## config.mk

```make
export PLATFORM = sky130hd
export DESIGN_NAME = mpe_stream_src
export DESIGN_NICKNAME = d
export VERILOG_FILES = /design/src/rtl/mpe_stream_src.sv
export SDC_FILE = /design/constraint.sdc
export NUM_CORES = 1
export LEC_CHECK = 0
export ABC_AREA = 1
export CAP_MARGIN = 20
export CORE_AREA = 4 4 409 411
export DETAILED_ROUTE_END_ITERATION = 16
export DIE_AREA = 0 0 413 415
export GPL_TIMING_DRIVEN = 0
export SLEW_MARGIN = 20
export SYNTH_ARGS = -nofsm -noshare
export SYNTH_HDL_FRONTEND = slang
export SYNTH_SLANG_ARGS = --single-unit
```

## constraint.sdc

```tcl
create_clock -name clk -period 22.8 [get_ports clk]
set_input_delay 6.84 -clock clk [delete_from_list [all_inputs] [get_ports clk]]
set_output_delay 6.84 -clock clk [all_outputs]
set_load 0.005 [all_outputs]
```

## src/rtl/mpe_stream_src.sv

```systemverilog
// Operand streamer: reads a burst of DATA_W words from a 1-cycle-latency SRAM
// and presents them on a valid/ready stream feeding one matrix_pe operand port.
module mpe_stream_src #(
    parameter int DATA_W = 512,
    parameter int ADDR_W = 16,
    parameter int LEN_W  = 8
) (
    input  logic              clk,
    input  logic              rst,
    input  logic [ADDR_W-1:0] cmd_base,
    input  logic [LEN_W-1:0]  cmd_len,
    input  logic              cmd_valid,
    output logic              cmd_ready,
    output logic              ram_rd_en,
    output logic [ADDR_W-1:0] ram_rd_addr,
    input  logic [DATA_W-1:0] ram_rd_data,
    output logic [DATA_W-1:0] out_data,
    output logic              out_valid,
    input  logic              out_ready,
    output logic              done
);

    typedef enum logic [1:0] {
        IDLE  = 2'd0,
        RUN   = 2'd1,
        DRAIN = 2'd2
    } state_t;

    state_t state, state_nxt;

    logic [ADDR_W-1:0] addr_q;
    logic [LEN_W-1:0]  len_q;
    logic [LEN_W-1:0]  issued_q;
    logic [LEN_W-1:0]  accepted_q;
    logic              in_flight_q;
    logic [DATA_W-1:0] fifo_mem [2];
    logic              wr_ptr_q;
    logic              rd_ptr_q;
    logic [1:0]        count_q;
    logic              done_q;

    logic       cmd_hs;
    logic       push;
    logic       pop;
    logic       issue_ok;
    logic       issue_last;
    logic       pop_last;
    logic [2:0] load;

    // A transfer happens on a rising edge where valid & ready are both high.
    // Once valid is raised it and its data hold until that transfer; valid
    // never looks at ready, and cmd_ready never looks at cmd_valid.
    assign cmd_hs    = cmd_valid & cmd_ready;
    assign out_valid = (count_q != 2'd0);
    assign out_data  = fifo_mem[rd_ptr_q];
    assign pop       = out_valid & out_ready;
    assign push      = in_flight_q;

    // FIFO slots plus the read in flight may never exceed the two entries.
    assign load     = {1'b0, count_q} + {2'b00, in_flight_q};
    assign issue_ok = (load < 3'd2) || ((load == 3'd2) && pop);

    assign issue_last  = ram_rd_en && (issued_q == len_q - LEN_W'(1));
    assign pop_last    = pop && (state == DRAIN) && (accepted_q == len_q - LEN_W'(1));
    assign ram_rd_addr = addr_q;
    assign done        = done_q;

    always_ff @(posedge clk) begin
        if (rst) begin
            state <= IDLE;
        end else begin
            state <= state_nxt;
        end
    end

    always_comb begin
        state_nxt = state;
        case (state)
            IDLE:    if (cmd_hs && (cmd_len != '0)) state_nxt = RUN;
            RUN:     if (issue_last)                state_nxt = DRAIN;
            DRAIN:   if (pop_last)                  state_nxt = IDLE;
            default:                                state_nxt = IDLE;
        endcase
    end

    always_comb begin
        cmd_ready = 1'b0;
        ram_rd_en = 1'b0;
        case (state)
            IDLE:    cmd_ready = 1'b1;
            RUN:     ram_rd_en = issue_ok;
            default: ;
        endcase
    end

    always_ff @(posedge clk) begin
        if (rst) begin
            addr_q      <= '0;
            len_q       <= '0;
            issued_q    <= '0;
            accepted_q  <= '0;
            in_flight_q <= 1'b0;
            wr_ptr_q    <= 1'b0;
            rd_ptr_q    <= 1'b0;
            count_q     <= 2'd0;
            done_q      <= 1'b0;
            for (int i = 0; i < 2; i++) begin
                fifo_mem[i] <= '0;
            end
        end else begin
            done_q      <= (cmd_hs && (cmd_len == '0)) || pop_last;
            in_flight_q <= ram_rd_en;

            if (cmd_hs) begin
                addr_q     <= cmd_base;
                len_q      <= cmd_len;
                issued_q   <= '0;
                accepted_q <= '0;
            end else if (ram_rd_en) begin
                addr_q   <= addr_q + ADDR_W'(1);
                issued_q <= issued_q + LEN_W'(1);
            end

            if (pop) begin
                rd_ptr_q   <= ~rd_ptr_q;
                accepted_q <= accepted_q + LEN_W'(1);
            end

            if (push) begin
                fifo_mem[wr_ptr_q] <= ram_rd_data;
                wr_ptr_q           <= ~wr_ptr_q;
            end

            case ({push, pop})
                2'b10:   count_q <= count_q + 2'd1;
                2'b01:   count_q <= count_q - 2'd1;
                default: count_q <= count_q;
            endcase
        end
    end

endmodule

```

==> results.rst, run 1 <==
.. list-table::
   :header-rows: 1

   * - Metric
     - Value
   * - Via/cell ratio
     - roughly 4.4
   * - Sequential element share of the synthesized area
     - 68.8%
   * - Number of input and output port buffers inserted
     - around 1,100
   * - Max frequency
     - about 0.065 GHz
   * - Post-route standard cell area excluding fillers
     - approximately 64,000 um^2
   * - Area contributors post-synth
     - sky130_fd_sc_hd__edfxtp_1, sky130_fd_sc_hd__mux2_2, sky130_fd_sc_hd__nor2_1
   * - Power spent charging and discharging nets
     - around 1.2 mW
   * - Number of setup violations in the final report
     - 0
   * - Total of warnings raised by yosys
     - 0
   * - TritonCTS clock tree
     - built
   * - Iter 0 DRT Violations
     - a little under 2,000
   * - Reg2Reg Setup Slack
     - between 15 and 20 ns
   * - Global-route usage over all layers
     - 17.6%
   * - Reg2reg path depth
     - 12
   * - Number of unique standard cell types used by synthesis
     - between 40 and 50
   * - Largest fanout of any net on the critical path
     - 9
   * - Sw frac
     - approximately a quarter
   * - Vias in the first global route
     - between 30,000 and 40,000
   * - Bufs on Longest Clock Path
     - 3
   * - Power share of the combinational group
     - 15.9%
   * - Worst slew margin relative to its limit
     - 35.7%
   * - Netlist Area Pre-Place
     - between 40,000 and 50,000 um^2
   * - Worst flop-to-flop path endpoint
     - fifo_mem[0][345]
   * - Most common cell after layout, fill and taps aside
     - sky130_fd_sc_hd__nor2_1
   * - Synthesized netlist net count
     - roughly 4,300
   * - Die Outline Area
     - 171,000 um^2
   * - Area leader, netlist
     - sky130_fd_sc_hd__edfxtp_1
   * - Cts bufs inserted
     - 118
   * - Run status
     - completed
   * - Number of gates resized after cts
     - 0
   * - Antenna violations before repair
     - between 50 and 60
   * - Core region area
     - approximately 160,000 um^2
   * - GPL Wtd Cong
     - roughly 0.87
   * - DRC violation count after routing
     - 0
   * - Final setup TNS
     - 0 ns
   * - CP Capture Type
     - output pin
   * - Class of the most critical hold timing path
     - reg -> reg
   * - Top library cells by usage in the layout, fill and taps aside
     - sky130_fd_sc_hd__nor2_1, sky130_fd_sc_hd__clkdlybuf4s50_1, sky130_fd_sc_hd__edfxtp_1
   * - Total congestion overflow
     - 0
   * - Sequential cell fraction of total power
     - about 47%
   * - Clock tree root buffer cell
     - sky130_fd_sc_hd__clkbuf_16
   * - Global-route wire length before repair
     - between 200 and 250 mm
   * - Post-placement worst setup slack
     - ~7.4 ns
   * - Placed standard-cell area
     - 60,200 um^2
   * - Fraction of final layout cells sized beyond drive strength 1
     - approximately 17%
   * - Least-Margin Pin Slew
     - 0.964 ns
   * - Required arrival time at the worst endpoint
     - about 16 ns
   * - # rows
     - about 150
   * - Synthesis-to-layout area growth
     - 38.7%
   * - Cell Pwr Density
     - approximately 76 nW/um^2
   * - Crit path arrival time
     - between 8 and 9 ns
   * - Layout filler cell count
     - about 16,000
   * - CTS H-tree lvls
     - 3
   * - Dpl hpwl
     - 118 mm
   * - Worst Setup Start Kind
     - input pin
   * - Register bit count reported by yosys
     - between 1,000 and 1,500
   * - Routed len/inst
     - about 22 um
   * - Vias after detailed routing
     - around 32,000
   * - Unrepaired setup endpoints after global routing
     - false
   * - Number of standard cells after synthesis
     - approximately 3,700
   * - Final hold viol count
     - 0
   * - Share of the synthesized area in the top cell type
     - about two thirds
   * - Final Max Tran Viols
     - 0
   * - Destination of the critical timing path
     - ram_rd_en
   * - Count of clock tree sinks
     - ~1,100
   * - Starting density of the core
     - between 20% and 30%
   * - Clock latency of the later-clocked register in the worst-skew pair
     - 0.73 ns
   * - Crit Reg-Reg Startpoint
     - in_flight_q
   * - Fin worst setup slack
     - 7.42 ns
   * - DRT antenna net count
     - 0
   * - Kind of critical path
     - in -> out
   * - Hold-fix buffer count after cts
     - 0
   * - Die Height
     - around 420 um
   * - Highest ir drop seen on vdd
     - roughly 0.063 mV
   * - Mean Syn Cell Area
     - roughly 12 um^2
   * - Final WL
     - roughly 160 mm
   * - Setup crit start
     - out_ready
   * - Post-CTS Repair Setup Buffers
     - 0
   * - Part of the total power dissipated in the clock network
     - between 30 and 40%
   * - Largest clock skew in the final design
     - approximately 0.038 ns
   * - Leakage power total
     - 25.8 nW
   * - Die width
     - 413 um
   * - Tcrit/Tclk final
     - roughly two thirds
   * - Max-cap violations
     - 0
   * - # IOs
     - around 1,100
   * - Internal portion of total power
     - approximately 3.7 mW
   * - Worst-path clk slew
     - 0.06 ns
   * - Count of nets after finishing
     - approximately 5,500
   * - Tmin final
     - ~15 ns
   * - Pin count of the biggest net entering global routing
     - 48
   * - Drt pass-1 iters
     - 5
## worst min-delay path by stage
stage | startpoint | slack (ns) | endpoint | depth (start not counted)
after global routing | len_q[6] | 0.50 | len_q[6] | 2
after CTS | rd_ptr_q | 0.46 | flip-flop | 1
final | rd_ptr_q | 0.46 | rd_ptr_q | 1
after global placement | rd_ptr_q | 0.44 | rd_ptr_q | 1
after floorplan | rd_ptr_q | 0.43 | flip-flop | 1
after detailed placement | rd_ptr_q | 0.44 | flip-flop | 1
## cells in the mapped netlist (all sizes together)
| master | n |
|---|---|
| a211oi | 2 |
| a21oi | 34 |
| a221oi | 1 |
| a22oi | 1 |
| a311oi | 1 |
| a31oi | 5 |
| and2 | 1 |
| buf | 159 |
| clkbuf | 24 |
| dfxtp | 49 |
| edfxtp | 1024 |
| ha | 8 |
| inv | 572 |
| mux2 | 512 |
| nand2 | 120 |
| nand2b | 1 |
| nand3 | 40 |
| nand3b | 1 |
| nand4 | 8 |
| nor2 | 1077 |
| nor3 | 7 |
| nor3b | 2 |
| nor4 | 1 |
| o211ai | 2 |
| o21ai | 36 |
| o221ai | 1 |
| o31ai | 1 |
| or2 | 1 |
| or4 | 1 |
| xnor2 | 4 |
| xor2 | 6 |
## routing by layer
layer	wire length, um	vias up	track usage [%]
met3	13900	238	5.51
met5	103	-	0
met2	79200	1045	30.6
met4	4500	16	6.51
met1	58400	15800	20.2
li1	-	14700	-
## worst max-delay path, stage by stage
cell                              delay, ns
sky130_fd_sc_hd__clkdlybuf4s50_1       0.49
sky130_fd_sc_hd__inv_1                 0.07
sky130_fd_sc_hd__nor2_4                0.14
sky130_fd_sc_hd__nand2_2               0.08
sky130_fd_sc_hd__nand2_4               0.11
sky130_fd_sc_hd__nand2_8               0.09
sky130_fd_sc_hd__inv_8                 0.13
sky130_fd_sc_hd__clkdlybuf4s50_1       0.57
## layout make-up
cell class | count | area, um^2 | area share, %
diodes | 31 | 77.6 | 0.121
plain buffers | 183 | 903 | 1.41
clock buffers | 152 | 3080 | 4.82
clock inverters | 67 | 547 | 0.855
inverters | 572 | 2160 | 3.38
multi-input cells | 1874 | 11300 | 17.7
flip-flops and latches | 1073 | 31700 | 49.6
well taps | 2189 | 2740 | 4.28
repair buffers | 1098 | 11400 | 17.8
## flip-flops by register name, indices dropped and copies added, names as in the netlist, named ones only
name         cells
accepted_q       8
count_q          2
done             1
fifo_mem      1024
in_flight_q      1
issued_q         8
len_q            8
ram_rd_addr     16
rd_ptr_q         1
state            2
wr_ptr_q         1
## metrics by stage
step	cells	hold WS [ns]	utilization (%)	power (mW)
after floorplan	3702	0.426	-	2.68
after global placement	6961	0.440	36.3	3.19
after detailed placement	6989	0.444	36.7	3.11
after CTS	7208	0.460	38.9	4.93
after global routing	7233	0.497	39.0	5.06
final	7239	0.461	39.0	4.87
## logic make-up after synthesis
logic type / Yosys count / share of synthesized area [%]
fa+ha+maj: 8 / 0.217
simple gates: 1260 / 10.6
buf+inv: 755 / 6.64
compound gates: 84 / 1.01
mux: 512 / 12.5
xor+xnor: 10 / 0.190
flops: 1073 / 68.8
## power by group through the flow
stage	registers [mW]	clock network [mW]	logic (mW)
after floorplan	2.38	0	0.304
after global placement	2.42	0	0.768
after detailed placement	2.33	0	0.783
after CTS	2.29	1.86	0.789
after global routing	2.29	1.94	0.826
final	2.28	1.81	0.776
No activity file was read; power rests on OpenSTA's default activity.
==> inputs of run 2 (changes only) <==
clock period = 13.05 ns   (was 22.8 ns; I/O delays follow)
==> results.rst, run 2 (synthesized netlist as in run 1, its figures left out) <==
.. list-table::
   :header-rows: 1

   * - Metric
     - Value
   * - Run status
     - completed
   * - Bufs on Longest Clock Path
     - 3 (unchanged)
   * - Die Outline Area
     - 171,000 um^2 (unchanged)
   * - # rows
     - 149 (unchanged)
   * - Crit path buf inv count
     - 4 (unchanged)
   * - Leakage power total
     - 25.8 nW (about the same)
   * - Number of setup violations in the final report
     - 0 (unchanged)
   * - DRT antenna net count
     - 0 (unchanged)
   * - Core region area
     - 164,000 um^2 (unchanged)
   * - Total power
     - 8.65 mW (+78%)
   * - Clock tree root buffer cell
     - sky130_fd_sc_hd__clkbuf_16
   * - DRC violation count after routing
     - 0 (unchanged)
   * - Global-route met3 utilization
     - 5.38% (-0.13 points)
   * - Tmin final
     - 9.43 ns
   * - Destination of the critical timing path
     - ram_rd_en
   * - Number of input and output port buffers inserted
     - 1,070 (unchanged)
   * - Unrepaired setup endpoints after global routing
     - false
   * - Setup crit start
     - out_ready
   * - Layout filler cell count
     - 15,900 (-0.42%)
   * - Fin worst setup slack
     - 3.62 ns (-3.80 ns)
   * - CTS H-tree lvls
     - 3 (unchanged)
   * - Vias after detailed routing
     - 31,800 (-0.26%)
   * - # IOs
     - 1,072 (unchanged)
   * - Final hold viol count
     - 0 (unchanged)
   * - Synthesis-to-layout area growth
     - 38.7% (about the same)
   * - Global-route wire length before repair
     - 221 mm (+0.54%)
   * - Die Height
     - 415 um (unchanged)
   * - Most flops, register
     - fifo_mem
   * - Number of gates resized after cts
     - 0 (unchanged)
   * - Total congestion overflow
     - 0 (unchanged)
   * - Die width
     - 413 um (unchanged)
   * - Count of clock tree sinks
     - 1,073 (unchanged)
   * - Reg2reg path depth
     - 9 (-3)
   * - Highest ir drop seen on vdd
     - 0.113 mV (+80%)
   * - Global routing's busiest layer
     - met2
   * - Vias in the first global route
     - 31,900 (-0.96%)
   * - Top library cells by usage in the layout, fill and taps aside
     - sky130_fd_sc_hd__nor2_1, sky130_fd_sc_hd__clkdlybuf4s50_1, sky130_fd_sc_hd__edfxtp_1
   * - Iter 0 DRT Violations
     - 2,047 (+4.3%)
   * - GPL Wtd Cong
     - 0.884 (+1.1%)
   * - Fraction of met1 tracks used by global routing
     - 20.5% (+0.30 points)
   * - GRT met2 Usage
     - 30.5% (-0.11 points)
   * - Largest clock skew in the final design
     - 0.0583 ns (+0.0207 ns)
   * - Slowest-stage cell, CP
     - sky130_fd_sc_hd__clkdlybuf4s50_1
   * - Slowest stage delay, CP
     - 0.51 ns (-0.06 ns)
   * - Worst slew margin relative to its limit
     - 42.3% (+6.5 points)
   * - Clock latency of the later-clocked register in the worst-skew pair
     - 0.75 ns (+0.02 ns)
   * - Cell Pwr Density
     - 135 nW/um^2 (+78%)
   * - Worst Setup Start Kind
     - input pin
   * - Count of nets after finishing
     - 5,457 (-0.20%)
   * - Class of the most critical hold timing path
     - reg -> reg
   * - CP Capture Type
     - output pin
   * - Routed len/inst
     - 21.7 um (+0.74%)
   * - Kind of critical path
     - in -> out
   * - Least-Margin Pin Slew
     - 0.866 ns (-0.0980 ns)
   * - Cell occurring most often along the worst timing path
     - sky130_fd_sc_hd__clkdlybuf4s50_1
   * - Max-cap violations
     - 0 (unchanged)
   * - TritonCTS clock tree
     - built
   * - Total stage count of the critical path
     - 8 (unchanged)
   * - Tcrit/Tclk final
     - approximately 72%
   * - Largest fanout of any net on the critical path
     - 9 (unchanged)
   * - Hold-fix buffer count after cts
     - 0 (unchanged)
   * - Fraction of final layout cells sized beyond drive strength 1
     - 17.4% (-0.038 points)
   * - Final Max Tran Viols
     - 0 (unchanged)
   * - Number of flip-flops under the largest register name
     - 1,024 (unchanged)
   * - Drt pass-1 iters
     - 7 (+2)
   * - Post-route standard cell area excluding fillers
     - 64,000 um^2 (about the same)
   * - Most common cell after layout, fill and taps aside
     - sky130_fd_sc_hd__nor2_1
   * - Crit Reg-Reg Startpoint
     - in_flight_q
   * - Starting density of the core
     - 28.1% (unchanged)
   * - Global-route usage over all layers
     - 17.6% (+0.056 points)
   * - Max frequency
     - roughly 0.11 GHz
   * - Placed standard-cell area
     - 60,100 um^2 (-0.30%)
   * - Reg2Reg Setup Slack
     - 9.35 ns (-9.40 ns)
   * - Antenna violations before repair
     - 53 (+1.9%)
   * - Crit path arrival time
     - 5.52 ns (-3.02 ns)
   * - Post-placement worst setup slack
     - 3.60 ns (-3.84 ns)
   * - Post-CTS Repair Setup Buffers
     - 0 (unchanged)
   * - Worst-path clk slew
     - 0.05 ns (about the same)
   * - Worst path cell trace
     - clkdlybuf4s50_1 > inv_1 > nor2_4 > nand2_2 > nand2_4 > nand2_8 > inv_8 > clkdlybuf4s50_1
   * - Cts bufs inserted
     - 118 (unchanged)
   * - Via/cell ratio
     - 4.39 (about the same)
   * - Worst flop-to-flop path endpoint
     - fifo_mem[1][275]
   * - Cell family with most CP delay
     - buffers and inverters
   * - Dpl hpwl
     - 118 mm (-0.34%)
   * - Final WL
     - 157 mm (+0.56%)
   * - Required arrival time at the worst endpoint
     - 9.13 ns (-6.83 ns)
   * - Pin count of the biggest net entering global routing
     - 84 (+75%)
-- run 2: cell count changes in the layout (fill, tap and decap cells not counted), moves of 3 or more --
cell                        before  now
sky130_fd_sc_hd__buf_16         14   17
sky130_fd_sc_hd__buf_12         14    0
sky130_fd_sc_hd__clkbuf_8        0    4
sky130_fd_sc_hd__bufinv_16       5   10
sky130_fd_sc_hd__clkinv_1       33   26
-- run 2: area by class of cell --
cell class                      instances  area (um^2)  area share, %
Buffer                                183          903           1.41
Antenna cell                           30         75.1          0.117
Clock inverter                         63          672           1.05
Sequential cell                      1073        31700           49.6
Timing Repair Buffer                 1087        11200           17.5
Multi-Input combinational cell       1874        11400           17.8
Tap cell                             2189         2740           4.28
Clock buffer                          155         3150           4.93
Inverter                              572         2160           3.38
-- run 2: worst min-delay path by stage --
stage / from / depth (start not counted) / slack [ns] / endpoint
global route: rd_ptr_q / 1 / 0.48 / rd_ptr_q
finish: rd_ptr_q / 1 / 0.46 / rd_ptr_q
global placement: rd_ptr_q / 1 / 0.44 / rd_ptr_q
detailed placement: rd_ptr_q / 1 / 0.45 / flip-flop
CTS: rd_ptr_q / 1 / 0.46 / flip-flop
floorplan: rd_ptr_q / 1 / 0.43 / flip-flop
-- run 2: where the power goes --
group          total, mW  leakage [nW]  switching, mW  internal (mW)
combinational       1.35          12.9          0.636          0.717
clock               3.31          1.85           1.41           1.90
sequential          3.99          11.0         0.0479           3.94
-- run 2: worst register-to-register path: stages (launching register included) --
cell	delay [ns]
sky130_fd_sc_hd__dfxtp_1	0.35
sky130_fd_sc_hd__nand3_1	0.08
sky130_fd_sc_hd__buf_2	0.33
sky130_fd_sc_hd__buf_2	0.32
sky130_fd_sc_hd__buf_2	0.25
sky130_fd_sc_hd__nand2_8	0.21
sky130_fd_sc_hd__buf_16	0.37
sky130_fd_sc_hd__buf_16	0.37
sky130_fd_sc_hd__buf_16	0.45
sky130_fd_sc_hd__buf_16	0.44
-- run 2: per-stage QoR --
step / utilization (%) / TNS, ns / cells / hold WS, ns
global placement: 36.3 / -4698.58 / 6961 / 0.439
CTS: 38.9 / 0 / 7196 / 0.456
global route: 39.0 / 0 / 7219 / 0.484
finish: 39.0 / 0 / 7226 / 0.456
floorplan: - / 0 / 3702 / 0.426
detailed placement: 36.6 / 0 / 6978 / 0.447
-- run 2: routing by layer --
layer  share of wire (%)  routed length, um  up-vias
met4                 3.0               4710       20
met2                  51              79500     1079
met1                  38              59400    15700
met3                 8.4              13300      247
met5               0.078                123        -
li1                    -                  -    14700
